`config.mk`:
```
export PLATFORM = sky130hd
export DESIGN_NAME = serial_subtractor_flat
export DESIGN_NICKNAME = d
export VERILOG_FILES = /design/src/rtl/serial_subtractor_if.sv /design/src/rtl/serial_subtractor.sv /design/src/flat_wrapper.sv
export SDC_FILE = /design/constraint.sdc
export NUM_CORES = 1
export LEC_CHECK = 0
export ABC_CLOCK_PERIOD_IN_PS = 1500
export CAP_MARGIN = 20
export CORE_UTILIZATION = 47
export CTS_CLUSTER_DIAMETER = 50
export DETAILED_ROUTE_END_ITERATION = 7
export HOLD_SLACK_MARGIN = 0.06
export PLACE_DENSITY = 0.85
export SLEW_MARGIN = 20
export SYNTH_ARGS = -nofsm -noshare
export SYNTH_HDL_FRONTEND = slang
export SYNTH_SLANG_ARGS = --single-unit
```
`constraint.sdc`:
```
create_clock -name clk -period 1.5 [get_ports clk]
set_input_delay 0.3 -clock clk [delete_from_list [all_inputs] [get_ports clk]]
set_output_delay 0.3 -clock clk [all_outputs]
set_load 0.05 [all_outputs]
```
`src/rtl/serial_subtractor_if.sv`:
```
// Handshake and operand/result bundle for serial_subtractor.
// The master drives start/a/b; the slave (the subtractor) drives busy/done/diff/bout.
interface serial_subtractor_if #(
  parameter int WIDTH = 8
);
  logic             start;
  logic [WIDTH-1:0] a;
  logic [WIDTH-1:0] b;
  logic             busy;
  logic             done;
  logic [WIDTH-1:0] diff;
  logic             bout;

  modport master (
    output start, a, b,
    input  busy, done, diff, bout
  );

  modport slave (
    input  start, a, b,
    output busy, done, diff, bout
  );
endinterface

```
`src/rtl/serial_subtractor.sv`:
```
// Bit-serial LSB-first WIDTH-bit subtractor with start/busy/done handshake.
// Define APPROX_LSB_EN to compute the low APPROX_BITS positions borrow-free.
module serial_subtractor #(
  parameter int WIDTH       = 8,
  parameter int APPROX_BITS = 2
) (
  input logic                clk,
  input logic                rst,
  serial_subtractor_if.slave bus
);
  localparam int CW = (WIDTH > 2) ? $clog2(WIDTH) : 1;
  localparam logic [CW-1:0] LAST = CW'(WIDTH - 1);

  typedef enum logic [1:0] {
    IDLE = 2'd0,
    RUN  = 2'd1,
    DONE = 2'd2
  } state_t;

  // Refuses to elaborate with an out-of-range configuration.
  if (WIDTH < 2 || APPROX_BITS < 0 || APPROX_BITS >= WIDTH) begin : g_bad_params
    serial_subtractor_illegal_parameters u_bad ();
  end

  state_t           state_q, state_d;
  logic [CW-1:0]    cnt_q, cnt_d;
  logic [WIDTH-1:0] aSh_q, aSh_d;
  logic [WIDTH-1:0] bSh_q, bSh_d;
  logic [WIDTH-1:0] res_q, res_d;
  logic             br_q, br_d;
  logic [WIDTH-1:0] diff_q, diff_d;
  logic             bout_q, bout_d;

  logic bitA, bitB, dBit, brNext;

  assign bitA = aSh_q[0];
  assign bitB = bSh_q[0];

  // One full-subtractor step on the current LSBs against the borrow register.
  always_comb begin
    dBit   = bitA ^ bitB ^ br_q;
    brNext = (~bitA & bitB) | (~(bitA ^ bitB) & br_q);
`ifdef APPROX_LSB_EN
    if (cnt_q < CW'(APPROX_BITS)) begin
      dBit   = bitA ^ bitB;
      brNext = 1'b0;
    end
`endif
  end

  always_ff @(posedge clk or posedge rst) begin
    if (rst) begin
      state_q <= IDLE;
      cnt_q   <= '0;
      aSh_q   <= '0;
      bSh_q   <= '0;
      res_q   <= '0;
      br_q    <= 1'b0;
      diff_q  <= '0;
      bout_q  <= 1'b0;
    end else begin
      state_q <= state_d;
      cnt_q   <= cnt_d;
      aSh_q   <= aSh_d;
      bSh_q   <= bSh_d;
      res_q   <= res_d;
      br_q    <= br_d;
      diff_q  <= diff_d;
      bout_q  <= bout_d;
    end
  end

  // Result bits enter at the MSB so bit i lands at position i after WIDTH steps.
  always_comb begin
    state_d = state_q;
    cnt_d   = cnt_q;
    aSh_d   = aSh_q;
    bSh_d   = bSh_q;
    res_d   = res_q;
    br_d    = br_q;
    diff_d  = diff_q;
    bout_d  = bout_q;

    case (state_q)
      IDLE: begin
        if (bus.start) begin
          state_d = RUN;
          aSh_d   = bus.a;
          bSh_d   = bus.b;
          res_d   = '0;
          br_d    = 1'b0;
          cnt_d   = '0;
        end
      end
      RUN: begin
        aSh_d = aSh_q >> 1;
        bSh_d = bSh_q >> 1;
        res_d = {dBit, res_q[WIDTH-1:1]};
        br_d  = brNext;
        cnt_d = cnt_q + CW'(1);
        if (cnt_q == LAST) begin
          state_d = DONE;
          cnt_d   = '0;
          diff_d  = {dBit, res_q[WIDTH-1:1]};
          bout_d  = brNext;
        end
      end
      DONE: begin
        state_d = IDLE;
      end
      default: begin
        state_d = IDLE;
      end
    endcase
  end

  assign bus.busy = (state_q == RUN);
  assign bus.done = (state_q == DONE);
  assign bus.diff = diff_q;
  assign bus.bout = bout_q;
endmodule
```
`src/flat_wrapper.sv`:
```
// flat-port wrapper written by rule: the top's interface ports become plain ports
module serial_subtractor_flat 
#(
  parameter int WIDTH       = 8,
  parameter int APPROX_BITS = 2
)
  (clk, rst, bus_start, bus_a, bus_b, bus_busy, bus_done, bus_diff, bus_bout);
  serial_subtractor_if #(.WIDTH(WIDTH)) bus_i ();
  input logic clk;
  input logic rst;
  input wire logic [$bits(bus_i.start)-1:0] bus_start;
  input wire logic [$bits(bus_i.a)-1:0] bus_a;
  input wire logic [$bits(bus_i.b)-1:0] bus_b;
  output wire logic [$bits(bus_i.busy)-1:0] bus_busy;
  output wire logic [$bits(bus_i.done)-1:0] bus_done;
  output wire logic [$bits(bus_i.diff)-1:0] bus_diff;
  output wire logic [$bits(bus_i.bout)-1:0] bus_bout;
  assign bus_i.start = bus_start;
  assign bus_i.a = bus_a;
  assign bus_i.b = bus_b;
  assign bus_busy = bus_i.busy;
  assign bus_done = bus_i.done;
  assign bus_diff = bus_i.diff;
  assign bus_bout = bus_i.bout;
  serial_subtractor #(.WIDTH(WIDTH), .APPROX_BITS(APPROX_BITS)) u_core (.clk(clk), .rst(rst), .bus(bus_i));
endmodule
```
==> flow_summary.ini <==
[setup_path]
critPathKind = reg2out
rr_endpoint = u_core.bus.bout
cpPeakStageDelay_ns = 0.45
crit_family = flip-flops
endpoint = bus_busy
path_cells = and2b_2 > buf_12
worst-r2r-setup-slack_ns = 0.07
path_depth = 2
required_ns = 1.20
crit_path_start_kind = flip-flop
end_kind = output port
startpoint = u_core.state_q[1]
r2r_cells = 4
critPathSlowestCell = dfrtp_2
r2r-start = u_core.cnt_q[0]
worstPathArrival_ns = 1.18
path_max_fanout = 4
cp.buffers_inverters = 1

[sta]
max_freq_mhz = 678
tightest_slew_ns = 0.602
setup_ws_ns = 0.0241
hold_viol = 0
final-setup-viol-count = 0
setup_tns_ns = 0
period_share_pct = 98.4
drv_slew = 0
grt_setup_unrepaired = true
finClkSkew_ns = 0.00332
relSlewSlack_pct = 59.9
hold_slack_ns = 0.356
post-route-min-period_ns = 1.48

[clocking]
cts_tree = yes
clock_latency_ns = 0.30
clockBufferDepth = 2
clk_pin_slew_worst_paths_ns = 0.07
cts.htree.levels = 2
root_buffer = clkbuf_8
cts_sinks = 38
cts_inserted_buffers = 5

[grt]
grt-ovfl-total = 0
antenna_found_initial = 0
track_usage_pct = 22.1
grt_pass1_wl_mm = 6.58
grt_max_degree = 39
grt_pass1_vias = 1369

[drt]
avgViaCountPerCell = 5.69
final_antenna_net_count = 0
wl_per_cell_um = 17.2
wirelength_mm = 4.00
drc = 0
dr.pass1.iters = 4
drt_iter0_drc = 121
vias = 1321

[pwr]
p_comb_share_pct = 50.6
swShare_pct = 39.1
cellPowerDensity_nw_per_um2 = 2140
irDropWorstVdd_mv = 1.42
switchingPower_uw = 2010
leakage_uw = 0.00108
intPower_uw = 3130
p_clk_share_pct = 12.9
pwr-share-seq_pct = 36.5

[yosys]
synth_nets = 167
synth_edf_count = 0
synthesis.area_per_instance_um2 = 12.3
syn_inst = 145
ys_seq_elements = 38
yosysSeqAreaShare_pct = 53.3
yosysWarnings = 0
synth_area_um2 = 1780
synth-main-ff-cell = dfrtp_1
async_flop_share_pct = 100
yosysUniqueCellTypes = 22

[job]
cap_violations = 0

[final_layout]
antenna_cells = 0
nets = 206
drive_above_1_share_pct = 27.2
fin_util_pct = 65.8
num-fill-cells = 271
syn2layout_area_growth_pct = 35.0

[run_status]
status = finished clean

[floorplanning]
dieWidth_um = 63.6
rows = 22
die_y_um = 63.6
die_area_um2 = 4040
initial_core_util_pct = 48.7
core_um2 = 3660
ios = 30

[placed_design]
dp_worst_setup_slack_ns = -0.175
port_buffers = 29
hpwl_mm = 2.48
gp_congestion = 0.748

[hold_path]
hp-class = in2async
stage by stage:
stage / area [µm²] / power, µW / instances
after global routing: 2410 / 5470 / 232
after global placement: 2250 / 4240 / 219
after CTS: 2370 / 5120 / 230
after detailed placement: 2250 / 4360 / 219
after floorplan: 1790 / 3370 / 145
final: 2410 / 5150 / 232
power groups by stage:
| stage | Clock (µW) | Sequential [µW] | Combinational (µW) |
|---|---|---|---|
| floorplan | 0 | 2120 | 1250 |
| global placement | 0 | 1870 | 2360 |
| CTS | 679 | 1870 | 2570 |
| global route | 742 | 1930 | 2800 |
| detailed placement | 0 | 1900 | 2460 |
| finish | 664 | 1880 | 2600 |
routing by layer:
| metal | GRT usage [%] | up-vias | wire length [µm] |
|---|---|---|---|
| met5 | 0 | - | 0 |
| met4 | 8.81 | 0 | 59 |
| met3 | 8.88 | 6 | 226 |
| met2 | 34.3 | 41 | 1940 |
| met1 | 27.3 | 675 | 1770 |
| li1 | - | 599 | - |
synth_stat cells (2+ instances only):
cell | number | area share, %
inv_1 | 18 | 3.8
dfrtp_1 | 38 | 53
nand2b_1 | 2 | 0.70
clkbuf_1 | 3 | 0.63
nor3b_1 | 15 | 6.3
a211oi_1 | 13 | 5.5
buf_6 | 3 | 1.9
ha_1 | 2 | 1.4
buf_2 | 5 | 1.4
nor4b_1 | 14 | 6.9
a22o_1 | 13 | 6.4
mux2_2 | 8 | 5.1
buf_4 | 2 | 0.84
cells by family (layout without fill, tap and decap cells):
| logic type | count (synthesis) | in the layout | share of synthesized area (%) |
|---|---|---|---|
| DFF | 38 | 38 | 53.3 |
| and+or+nand+nor | 35 | 36 | 16.0 |
| buffers and inverters | 31 | 68 | 8.56 |
| AOI/OAI and AO/OA | 29 | 30 | 13.9 |
| muxes | 9 | 9 | 5.68 |
| adders and majority gates | 3 | 3 | 2.53 |
tightest hold or removal path, delay by kind of cell:
kind,cells,cell delay (ns)
buf+inv,3,0.72
worst min path at each step:
stage	from	endpoint	slack, ns
detailed placement	u_core.res_q[1]	u_core.res_q[1]	0.49
global route	rst	u_core.bus.diff[3]	0.39
floorplan	bus_a[7]	u_core.aSh_q[7]	0.43
CTS	rst	u_core.bus.diff[3]	0.36
global placement	u_core.br_q	u_core.br_q	0.48
finish	rst	u_core.bus.diff[5]	0.36
timing repair:
item | in CTS | in global routing
hold buffers | 0 | 0
endpoints found under the hold margin | 0 | 0
gates resized for setup | 5 | 2
pin swaps | 1 | 2
endpoints found under the setup margin | 3 | 18
buffers inserted | 4 | 0
cloned | 0 | 2
registers in the layout, summed over array words and instances, names as in the netlist:
register / cells
u_core.aSh_q: 8
u_core.bSh_q: 8
u_core.bus.diff: 8
u_core.res_q: 7
u_core.cnt_q: 3
u_core.state_q: 2
u_core.br_q: 1
u_core.bus.bout: 1
layout by cell type, fill, tap and decap left out, drive strengths merged:
master,n
nor4b,14
nor3b,15
clkinv,2
ha,2
a21oi,1
nor2,1
buf,25
clkbuf,5
nand3b,2
mux2,9
a211oi,14
and2b,1
nand2b,2
a22o,13
nor2b,1
clkdlybuf4s50,18
inv,18
dfrtp,38
o21bai,2
fa,1
final cells by class:
class                      count  area, µm²  area share [%]
timing repair buffer          43        526            21.8
clock inverter                 2       10.0           0.416
sequential                    38        953            39.6
tap                           48       60.1            2.49
multi-input combinational     78        722            30.0
clock buffer                   5       68.8            2.86
inverter                      18       67.6            2.81
(Power assumes the default switching activity.)
==> patch, RTL diff (same flow settings) <==
Add a define of `APPROX_LSB_EN`.
--- a/src/rtl/serial_subtractor.sv
+++ b/src/rtl/serial_subtractor.sv
@@ -1,4 +1,6 @@
 // Bit-serial LSB-first WIDTH-bit subtractor with start/busy/done handshake.
 // Define APPROX_LSB_EN to compute the low APPROX_BITS positions borrow-free.
+`define APPROX_LSB_EN
+
 module serial_subtractor #(
   parameter int WIDTH       = 8,
Check against the original RTL: not equivalent (Yosys sat finds a counterexample within 10 cycles, from zero or initial values and one cycle with rst high).
==> patch against the original RTL <==
The run now ends with negative setup slack left; final area down 8.1%; worst setup slack got worse by 0.029 ns; area after synthesis down 8.2%; wire length fell by 24%; sequential cell count stayed put; synthesized cell count is 8.3% lower; power fell by 11%; largest power group unchanged.
==> patch: results (changes against the original RTL) <==
metric	value	unit	change
status	finished with violations		
violations	negative setup slack		
gp_congestion	0.7337		-1.9%
root_buffer	clkbuf_4		
num_vias	1105		-16%
use_met1	0.2517		-0.02109
power_frac_comb	0.505		about the same
dr_wl_met2	1.579	mm	-19%
timing.final.ws_setup	-0.004636	ns	-0.02871 ns
cp.arrival	1.20	ns	+0.02 ns
avgSynthCellArea	12.31	µm²	about the same
synthTopCellsByArea	dfrtp_1, mux2i_1, mux2_2		
hold_ws	0.2814	ns	-0.07416 ns
clock_latency	0.35	ns	+0.05 ns
top_layer	met4		
synth-compound-area-share	0.1315		-0.007449
cts_made_buffers	5		unchanged
clk_pin_slew	0.10	ns	+0.03 ns
switchingPower	1.799	mW	-11%
critPathLaunch	u_core.state_q[0]$_DFFE_PP0P_		
synth_adder_area_share	0.03517		+0.009905
m1WireLength	1.315	mm	-26%
ys_types	23		+4.5%
first_iter_violations	30		-75%
grtUsageMet2	0.2936		-0.04952
reg2reg_to	u_core.bus.diff[3]$_DFFE_PP0P_		
finalClockSkew	0.006582	ns	+0.003262 ns
vdd_drop_max	0.9764	mV	-31%
gr-usage-met3	0.05882		-0.02994
hpwl	2.174	mm	-12%
clk_path_buf_depth	2		unchanged
routed-wl-met3	103	µm	-54%
leakagePower	1.023	nW	-5.5%
synth.top_cells.by_count	dfrtp_1, nand2_1, mux2i_1, a22o_1, o21ai_1		
finalSetupTns	-0.004636	ns	-0.004636 ns
grt_max_degree	39		unchanged
finalSetupViolCount	1		+1
syn_nets	156		-6.6%
path_max_fanout	4		unchanged
grt_pass1_wl	4.954	mm	-25%
final_layout_size_suffix_gt1_frac	0.2586		-0.01312
place_ws	-0.02162	ns	+0.1532 ns
dpl_cell_area	2106	µm²	-6.6%
endpoint	bus_done		
routed_wl	3.059	mm	-24%
p_comb	2.32	mW	-11%
fin_nets	197		-4.4%
wl_per_cell	13.90	µm	-19%
dp_cells	208		-5.0%
grt.total_usage	0.1908		-0.03030
slew_headroom	0.7743		+0.1756
cts-htree-levels	2		unchanged
nFillCells	251		-7.4%
synthMuxAreaShare	0.1407		+0.08383
synthXorXnorAreaFrac	0		unchanged
yosysSeqAreaShare	0.5810		+0.04771
power_frac_clock	0.107		-0.022
-- patch: changes by cell type after synthesis, sizes merged, moves of 2 or more --
cell    change
nand2      +18
buf         -4
nor3b      -14
a22o        -3
a211oi     -14
mux2i      +14
nor4b      -14
clkbuf      -2
o21ai      +19
inv        -12
-- patch: final cells by class --
type	instances	area (µm²)	share of cell area
sequential	38	953.4	0.4310
inverter	6	25.02	0.01131
clock buffer	5	37.54	0.01697
tap	46	57.56	0.02602
timing repair buffer	41	503.0	0.2274
multi-input combinational	82	625.6	0.2828
clock inverter	2	10.01	0.004525
-- patch: what timing repair did --
| action | 4_1_cts | 5_1_grt |
|---|---|---|
| hold buffers | 0 | 0 |
| setup endpoints to repair | 9 | 10 |
| resized for setup | 3 | 2 |
| setup buffers | 3 | 2 |
| pin swaps | 0 | 1 |
-- patch: critical path, stage by stage (launching register included) --
cell     delay (ns)
dfrtp_2        0.46
and2b_1        0.25
buf_12         0.14
